File: src/rtl/coinc_hist_binner.sv
// Coincidence histogram binner: synchronises the event strobe, classifies
// START/END codes into a bin and accumulates counts in an internal RAM.
//
// Ports:
//   clk, rst          clock, synchronous active-high reset
//   START, END        detector codes sampled on the synchronised rise
//   INTERVAL          measured delay in bins
//   data_arrived      asynchronous event strobe (rising edge = one event)
//   clear_req         pulse: drain the pipeline, then zero every bin
//   rd_addr, rd_data  readout port, one cycle latency, usable in any state
//   Addr, Memory_add  last accepted bin and its one-cycle accept pulse
//   busy              high while draining or clearing
//   invalid_cnt       events with an unrecognised START/END combination
//   oor_cnt           events whose bin falls outside the histogram
//   drop_cnt          valid events discarded while busy
module coinc_hist_binner #(
    parameter int INT_W  = 6,
    parameter int ADDR_W = 7,
    parameter int CENTER = 64,
    parameter int CNT_W  = 16,
    parameter int DIAG_W = 16
) (
    input  logic              clk,
    input  logic              rst,
    input  logic [1:0]        START,
    input  logic [1:0]        END,
    input  logic [INT_W-1:0]  INTERVAL,
    input  logic              data_arrived,
    input  logic              clear_req,
    input  logic [ADDR_W-1:0] rd_addr,
    output logic [CNT_W-1:0]  rd_data,
    output logic [ADDR_W-1:0] Addr,
    output logic              Memory_add,
    output logic              busy,
    output logic [DIAG_W-1:0] invalid_cnt,
    output logic [DIAG_W-1:0] oor_cnt,
    output logic [DIAG_W-1:0] drop_cnt
);

    localparam int DEPTH = 1 << ADDR_W;
    // Wide enough that CENTER +/- INTERVAL never wraps; the top bit is the sign.
    localparam int SW = ((INT_W > ADDR_W) ? INT_W : ADDR_W) + 2;

    typedef enum logic [1:0] {
        CLEAR,
        ACCUM,
        DRAIN
    } state_t;

    state_t            state_q;
    state_t            state_d;
    logic [ADDR_W-1:0] clr_idx;

    logic [2:0]        sync;
    logic              rise;
    logic              cls_ok;
    logic              in_range;
    logic              ev_ok;
    logic              accept;
    logic [SW-1:0]     center_w;
    logic [SW-1:0]     iv_w;
    logic [SW-1:0]     bin;

    logic [CNT_W-1:0]  mem [DEPTH];
    logic [CNT_W-1:0]  a_q;
    logic              byp;
    logic [CNT_W-1:0]  byp_d;
    logic              s2_valid;
    logic [ADDR_W-1:0] s2_addr;
    logic [CNT_W-1:0]  s2_src;
    logic [CNT_W-1:0]  s2_inc;
    logic              s3_valid;
    logic [ADDR_W-1:0] s3_addr;
    logic [CNT_W-1:0]  s3_data;

    logic              we;
    logic [ADDR_W-1:0] wa;
    logic [CNT_W-1:0]  wd;

    function automatic logic [DIAG_W-1:0] sat_inc(input logic [DIAG_W-1:0] v);
        return (v == '1) ? v : v + DIAG_W'(1);
    endfunction

    assign rise     = sync[1] & ~sync[2];
    assign center_w = SW'(CENTER);
    assign iv_w     = SW'(INTERVAL);
    assign busy     = (state_q != ACCUM);

    always_comb begin
        cls_ok = 1'b1;
        bin    = center_w;
        unique case (1'b1)
            (START == 2'b00 && END == 2'b11):
                bin = center_w;
            ((START == 2'b11 || START == 2'b01) && END == 2'b10):
                bin = center_w - iv_w;
            ((START == 2'b11 || START == 2'b10) && END == 2'b01):
                bin = center_w + iv_w;
            default:
                cls_ok = 1'b0;
        endcase
    end

    // Negative results set the sign bit, overflows set bits above ADDR_W.
    assign in_range = (bin[SW-1:ADDR_W] == '0);
    assign ev_ok    = rise & cls_ok & in_range;
    assign accept   = ev_ok & ~busy;

    // The read issued in S1 may coincide with the S3 write of the same bin
    // (events two cycles apart); that case is captured in byp. A direct
    // S3->S2 match covers back-to-back events and takes priority.
    always_comb begin
        s2_src = byp ? byp_d : a_q;
        if (s3_valid && s3_addr == s2_addr) begin
            s2_src = s3_data;
        end
    end

    assign s2_inc = (s2_src == '1) ? s2_src : s2_src + CNT_W'(1);

    // Port A is owned by the sweep while clearing; DRAIN guarantees no
    // increment is still in flight at that point.
    always_comb begin
        we = s3_valid;
        wa = s3_addr;
        wd = s3_data;
        if (state_q == CLEAR) begin
            we = 1'b1;
            wa = clr_idx;
            wd = '0;
        end
    end

    always_comb begin
        state_d = state_q;
        unique case (state_q)
            CLEAR: begin
                if (clr_idx == ADDR_W'(DEPTH - 1)) begin
                    state_d = ACCUM;
                end
            end
            ACCUM: begin
                if (clear_req) begin
                    state_d = DRAIN;
                end
            end
            DRAIN: begin
                if (!Memory_add && !s2_valid && !s3_valid) begin
                    state_d = CLEAR;
                end
            end
            default: state_d = CLEAR;
        endcase
    end

    always_ff @(posedge clk) begin
        if (we) begin
            mem[wa] <= wd;
        end
        a_q     <= mem[Addr];
        rd_data <= mem[rd_addr];
    end

    always_ff @(posedge clk) begin
        if (rst) begin
            sync        <= '0;
            Addr        <= '0;
            Memory_add  <= 1'b0;
            byp         <= 1'b0;
            byp_d       <= '0;
            s2_valid    <= 1'b0;
            s2_addr     <= '0;
            s3_valid    <= 1'b0;
            s3_addr     <= '0;
            s3_data     <= '0;
            invalid_cnt <= '0;
            oor_cnt     <= '0;
            drop_cnt    <= '0;
            state_q     <= CLEAR;
            clr_idx     <= '0;
        end else begin
            sync       <= {sync[1:0], data_arrived};
            Memory_add <= accept;
            if (accept) begin
                Addr <= bin[ADDR_W-1:0];
            end
            byp      <= s3_valid && (s3_addr == Addr);
            byp_d    <= s3_data;
            s2_valid <= Memory_add;
            s2_addr  <= Addr;
            s3_valid <= s2_valid;
            s3_addr  <= s2_addr;
            s3_data  <= s2_inc;
            if (rise && !cls_ok) begin
                invalid_cnt <= sat_inc(invalid_cnt);
            end
            if (rise && cls_ok && !in_range) begin
                oor_cnt <= sat_inc(oor_cnt);
            end
            if (ev_ok && busy) begin
                drop_cnt <= sat_inc(drop_cnt);
            end
            state_q <= state_d;
            clr_idx <= (state_q == CLEAR) ? clr_idx + ADDR_W'(1) : '0;
        end
    end

endmodule

File: config.mk
export PLATFORM = sky130hd
export DESIGN_NAME = coinc_hist_binner
export DESIGN_NICKNAME = d
export VERILOG_FILES = /design/src/rtl/coinc_hist_binner.sv
export SDC_FILE = /design/constraint.sdc
export NUM_CORES = 2
export LEC_CHECK = 0
export ABC_AREA = 0
export ABC_CLOCK_PERIOD_IN_PS = 4400
export BUFFER_PORTS_ARGS = -buffer_cell sky130_fd_sc_hd__buf_2
export CAP_MARGIN = 20
export CORE_UTILIZATION = 45
export CTS_CLUSTER_DIAMETER = 60
export DETAILED_ROUTE_END_ITERATION = 8
export GPL_TIMING_DRIVEN = 0
export SYNTH_ARGS = -nofsm -noshare
export SYNTH_HDL_FRONTEND = slang
export SYNTH_SLANG_ARGS = --single-unit
File: constraint.sdc
create_clock -name clk -period 4.4 [get_ports clk]
set_clock_uncertainty 0.05 [all_clocks]
set_input_delay 0.22 -clock clk [delete_from_list [all_inputs] [get_ports clk]]
set_output_delay 0.22 -clock clk [all_outputs]
set_load 0.005 [all_outputs]
== Word level (Yosys, flattened, before mapping) ==
Memory sizes are Yosys's and may differ from the RTL's. A register that Yosys moved wholly into a read port is not among the register bits.
Index checks and enable logic that the tools add are counted.
Storage, ports and cells
  register bits after elaboration: 117
  RAM bits: 2048
  input bits: 21
  output and inout port bits: 73
  memories: 1
Memories
  mem: words 128, width 16, read ports 2, clocked after memory_dff 2, write ports 1, line 64  | logic [CNT_W-1:0] mem [DEPTH];
Operators by class
  $add $sub $neg: 7
  equality and inequality tests: 19
  mux-type cells: 14
  bitwise logic cells: 10
  reductions and logical operators: 27
Operators with widths (number)
  $add 16x1->16 const B: 4
  $eq 16x16->1 const B: 4
  $mux 16: 4
  $pmux 9 s2: 1
  $eq 7x7->1: 2
  $logic_and 1x1->1: 11
  $eq 2x2->1 const B: 5
  $add 7x6->8 const A: 1
  $sub 7x6->8 const A: 1
  $add 7x1->7 const B: 1
  $eq 7x7->1 const B: 1
  $mux 7: 1
  $eq 2x1->1 const B: 3
  $logic_not 2->1: 3
  $mux 2: 3
  $not 1->1: 6
  $pmux 2 s3: 1
  $reduce_and 2->1: 3
  $logic_not 1->1: 5
  $and 1x1->1: 4
  $mux 1: 4
  $ne 2x1->1 const B: 2
  $ne 2x2->1 const B: 2
  $reduce_and 3->1: 1
  3 further kinds: 4

== Logic depth before layout (Yosys ltp) ==
  depth after elaboration: 9
  depth in mapped cells: 9
  gate-level depth less buffers: 7

== Worst setup path before layout ==
Ideal clock, no wire load.
  path type: register -> register
  start point: reg state_q[1]
  end point: mem mem[0][10], data pin
  data arrival time: 2.922 ns
  data required time: 3.815 ns
  setup slack: 0.893 ns
  cell stages (with the launch flop): 6
  buffers on the path: 3
  period minus slack after synthesis: 3.507 ns
  cells stage by stage: dfxtp_1 > or2_2 > clkbuf_1 > clkbuf_1 > clkbuf_1 > and2_1
On the way
  longest elaborated chain between the ends: 2
RTL lines
  from (decl): line 50  | state_t state_q;
  from (signal assigned): line 203  | state_q <= state_d;
  $logic_not 2->1: line 127  | if (state_q == CLEAR) begin
  $mux 16: line 127
  net wd[10]: line 78  | logic [CNT_W-1:0] wd;
  to (decl): line 64
The timed path passes the listed nets, and every way through them passes these cells.

==> results.md <==
- The number of iterations in the first detailed-routing pass is 6.
- The placer congestion estimate is between 1 and 1.5.
- Of all nets on the critical path, the largest fanout is 10.
- Summing every instance area after synthesis gives between 90000 and 100000 µm².
- The sum of net half-perimeters after detailed placement is between 200000 and 300000 µm.
- The root buffer cell chosen for the clock tree is sky130_fd_sc_hd__clkbuf_16.
- The detailed router placed 63.0k vias in this run.
- The post-CTS clock slew at the launch and capture registers of the worst setup and hold paths is about 0.060 ns.
- The synthesized netlist cell count is about 5.2k.
- The DRC violation count after routing is 0.
- The clock drives 2181 sinks.
- Clock latency on the worst-skew pair, taken at its later pin, is ~0.90 ns.
- The final reports fail on setup timing.
- The run finished, with violations left.
- The required arrival time at the worst endpoint is roughly 5.1 ns.
- In this run the vertical extent of the chip is ~470 µm.
- The die is between 400 and 500 µm wide.
- The number of top-level pins is 94.
- For the worst flop-to-flop path, the logic depth is 7.
- The detail-routed via count per cell is about 7.
- Entering global routing, the biggest net connects 84 pins.
- Counting distinct cell types in the post-synthesis netlist gives between 60 and 70.
- The total routed wirelength is between 300000 and 400000 µm.
- The category of the worst setup path capture point is a flip-flop.
- The worst setup slack for register-to-register paths is -0.21 ns.
- The H-tree was split into 4 levels.
- The end of the critical path is a_q[0].
- STA classifies the critical path startpoint as a flip-flop.
- Summing the sequential cell areas from Yosys gives around 65% of the chip area.
- The routed design could run at a clock period as short as about 4.6 ns.
- The critical path starts at Addr[1].
- The number of slew-limit violations in the final report is 0.
- Setup repair after global routing could not meet its margin everywhere.
- At the pin with the least slew margin, the transition time is 1.44 ns.
- In this run the deepest clock path goes through 3 buffers.
- The leading cell type in the layout, fill and taps excluded is sky130_fd_sc_hd__edfxtp_1.
- The net count of the finished layout is slightly below 6k.
- Across the run, the number of max-cap violations was 0.
- The post-route netlist has approximately a third of its cells at a drive strength greater than 1.
- The met1 usage is between 40 and 50%.
- The initialized floorplan defines ~170 standard-cell rows.
- The number of inserted filler cells in the final layout is roughly 17k.
- The worst endpoint data arrival time is between 5 and 6 ns.
- The count of synthesis-stage warnings from yosys is 0.
- The power density of the placed cells is about 380 nW/µm².
- The highest attainable clock frequency is between 200 and 250 MHz.
- The initial core utilization is a little under half.
- The source of the worst register-to-register timing path is Addr[1].
- The final-report setup violation count is 70.
- The headroom to the max-slew limit is 3.21%.
- The total track usage is between 30 and 40%.
- The met3 track utilization from global routing is around 12%.
- Counting the buffers created by CTS gives 230.
- The growth of design area from synthesis to finish is 16.5%.
- TritonCTS built the clock tree.
- The proportion of register bits with asynchronous set or reset after synthesis is 0%.
- IR analysis of the VDD net gives a maximum drop of 0.000498 V.
- The leakage power is 36.0 nW.
- The category of the critical setup timing path is flip-flop to flip-flop.
- Dividing the final minimum period by the clock period gives 105%.
- The via count of the first global-routing pass is 60.0k.
- Setup total negative slack on the finished layout was measured at -5.59 ns.
- The floorplan step defined a core boundary enclosing roughly 220000 µm².
- Buffers placed on the I/O ports in this run total a little under 70.
- The number of enable flip-flop cells after synthesis is around 2.0k.
- In this run the remaining antenna-violating nets after routing total 0.
- The global-route wire length before repair is ~510000 µm.
- The mean cell area of the mapped netlist is between 15 and 20 µm².
- The most heavily used metal layer in global routing is met2.
- Counting flops and latches in the post-synthesis netlist gives 2181.
- Dividing the detail-routed wire length by the instance count gives 43.3 µm.
- After layout, the worst setup slack is -0.211 ns.
- The final count of hold timing violations is 0.
- The initial antenna violation count is 37.
- The predominant post-synthesis flop cell is sky130_fd_sc_hd__edfxtp_1.
- The total congestion overflow after global routing is 0.
- The min-delay analysis places its worst path in the category primary input to flip-flop.
- The DRC violation total after the first TritonRoute iteration is 11.0k.
- The total power draw is around 0.044 W.
- The met2 usage in global routing is 48.6%.
- The die area is approximately 220000 µm².
- The worst register-to-register path ends at a_q[0].
- In the layout the commonest cells are sky130_fd_sc_hd__edfxtp_1 (2048), sky130_fd_sc_hd__mux4_2 (1024), sky130_fd_sc_hd__o22ai_1 (257), sky130_fd_sc_hd__o21ai_0 (236), sky130_fd_sc_hd__clkbuf_16 (232).
## Yosys cell counts, drive strengths merged, types with 22 or more instances
master | n | area, µm²
a21oi | 27 | 135
and2 | 22 | 138
buf | 210 | 1110
clkbuf | 192 | 721
dfxtp | 133 | 2660
edfxtp | 2048 | 61500
mux2i | 148 | 1480
mux4 | 1024 | 23100
nand2 | 207 | 777
nand3 | 50 | 250
nand4 | 24 | 150
nor2 | 198 | 743
nor2b | 44 | 275
nor4 | 133 | 832
o211ai | 35 | 263
o21ai | 243 | 1220
o22ai | 259 | 1620
or4 | 34 | 255
xor2 | 27 | 236
## layer usage
layer  part of all wire, %  vias up  wire (µm)
met5                 0.051        -        195
met4                   6.5       20      24800
met3                    15      917      55800
met2                    43     5052     165000
met1                    36    33500     139000
li1                      -    23600          -
## worst min-delay path by stage
stage               slack, ns    startpoint    endpoint  depth (start not counted)
floorplan                0.30  data_arrived     sync[0]                          1
global placement         0.39       sync[0]     sync[1]                          1
CTS                      0.03      START[0]  Memory_add                          5
finish                   0.07      START[0]  Memory_add                          5
detailed placement       0.39       sync[0]     sync[1]                          1
global route              0.1  data_arrived     sync[0]                          3
## worst max-delay path, stage by stage, from the launching register on
cell and delay, ns:
sky130_fd_sc_hd__dfxtp_1 0.36, sky130_fd_sc_hd__buf_2 0.50, sky130_fd_sc_hd__clkbuf_1 0.61, sky130_fd_sc_hd__clkbuf_2 0.76, sky130_fd_sc_hd__mux4_2 0.41, sky130_fd_sc_hd__o22ai_1 0.65, sky130_fd_sc_hd__nor4_1 0.28, sky130_fd_sc_hd__or4_1 0.76
## kinds of logic after synthesis
| kind of cell | count (synthesis) | share of synthesized area (%) |
|---|---|---|
| buffers and inverters | 406 | 1.88 |
| AOI/OAI and AO/OA | 605 | 3.62 |
| xor gates and xnor gates | 43 | 0.382 |
| muxes | 1178 | 25.0 |
| adders and majority gates | 4 | 0.0508 |
| DFF | 2181 | 65.1 |
| and+or+nand+nor | 795 | 4.04 |
| other | 1 | 0.00380 |
## state kept, by name, indices dropped and copies added (netlist names), 7 cells and up
register and cells:
clr_idx 7, s3_data 16, mem 2048, Addr 7, s2_addr 7, rd_data 16, a_q 16, invalid_cnt 16
byp_d 16, s3_addr 7, drop_cnt 16
## layout make-up
class                      instances  area [µm²]  share of cell area [%]
sequential                      2181       64200                    55.9
tap                             2854        3570                    3.11
clock inverter                   134        1260                    1.10
buffer                           399        1860                    1.62
inverter                           4        15.0                  0.0131
timing repair buffer             340        4560                    3.97
multi-input combinational       2641       33300                    29.0
clock buffer                     289        6100                    5.31
antenna                           26        65.1                  0.0566
## metrics by stage
stage / instance area (µm²) / util, % / hold slack (ns) / setup WS (ns) / cells
2_1_floorplan: 98700 / - / 0.298 / 0.893 / 5228
3_3_place_gp: 103000 / 47.2 / 0.386 / -2.76 / 8151
3_5_place_dp: 107000 / 49.3 / 0.388 / -0.388 / 8394
4_1_cts: 115000 / 52.8 / 0.0331 / 0.00848 / 8838
5_1_grt: 115000 / 52.8 / 0.0973 / -0.00387 / 8851
6_report: 115000 / 52.8 / 0.0680 / -0.211 / 8868
## report_power, final
part / leakage, nW / total, W / switching (W) / internal (W)
Sequential: 20.5 / 0.0225 / 0.0000895 / 0.0225
Combinational: 11.9 / 0.00199 / 0.00134 / 0.000651
Clock: 3.59 / 0.0193 / 0.00857 / 0.0107
Total: 36.0 / 0.0438 / 0.0100 / 0.0338
## timing repair
action	4_1_cts	5_1_grt
endpoints found under the hold margin	25	0
buffers inserted	0	0
endpoints found under the setup margin	99	42
hold buffers	22	0
gates resized for setup	12	21
Power figures use the tool's default switching activity.
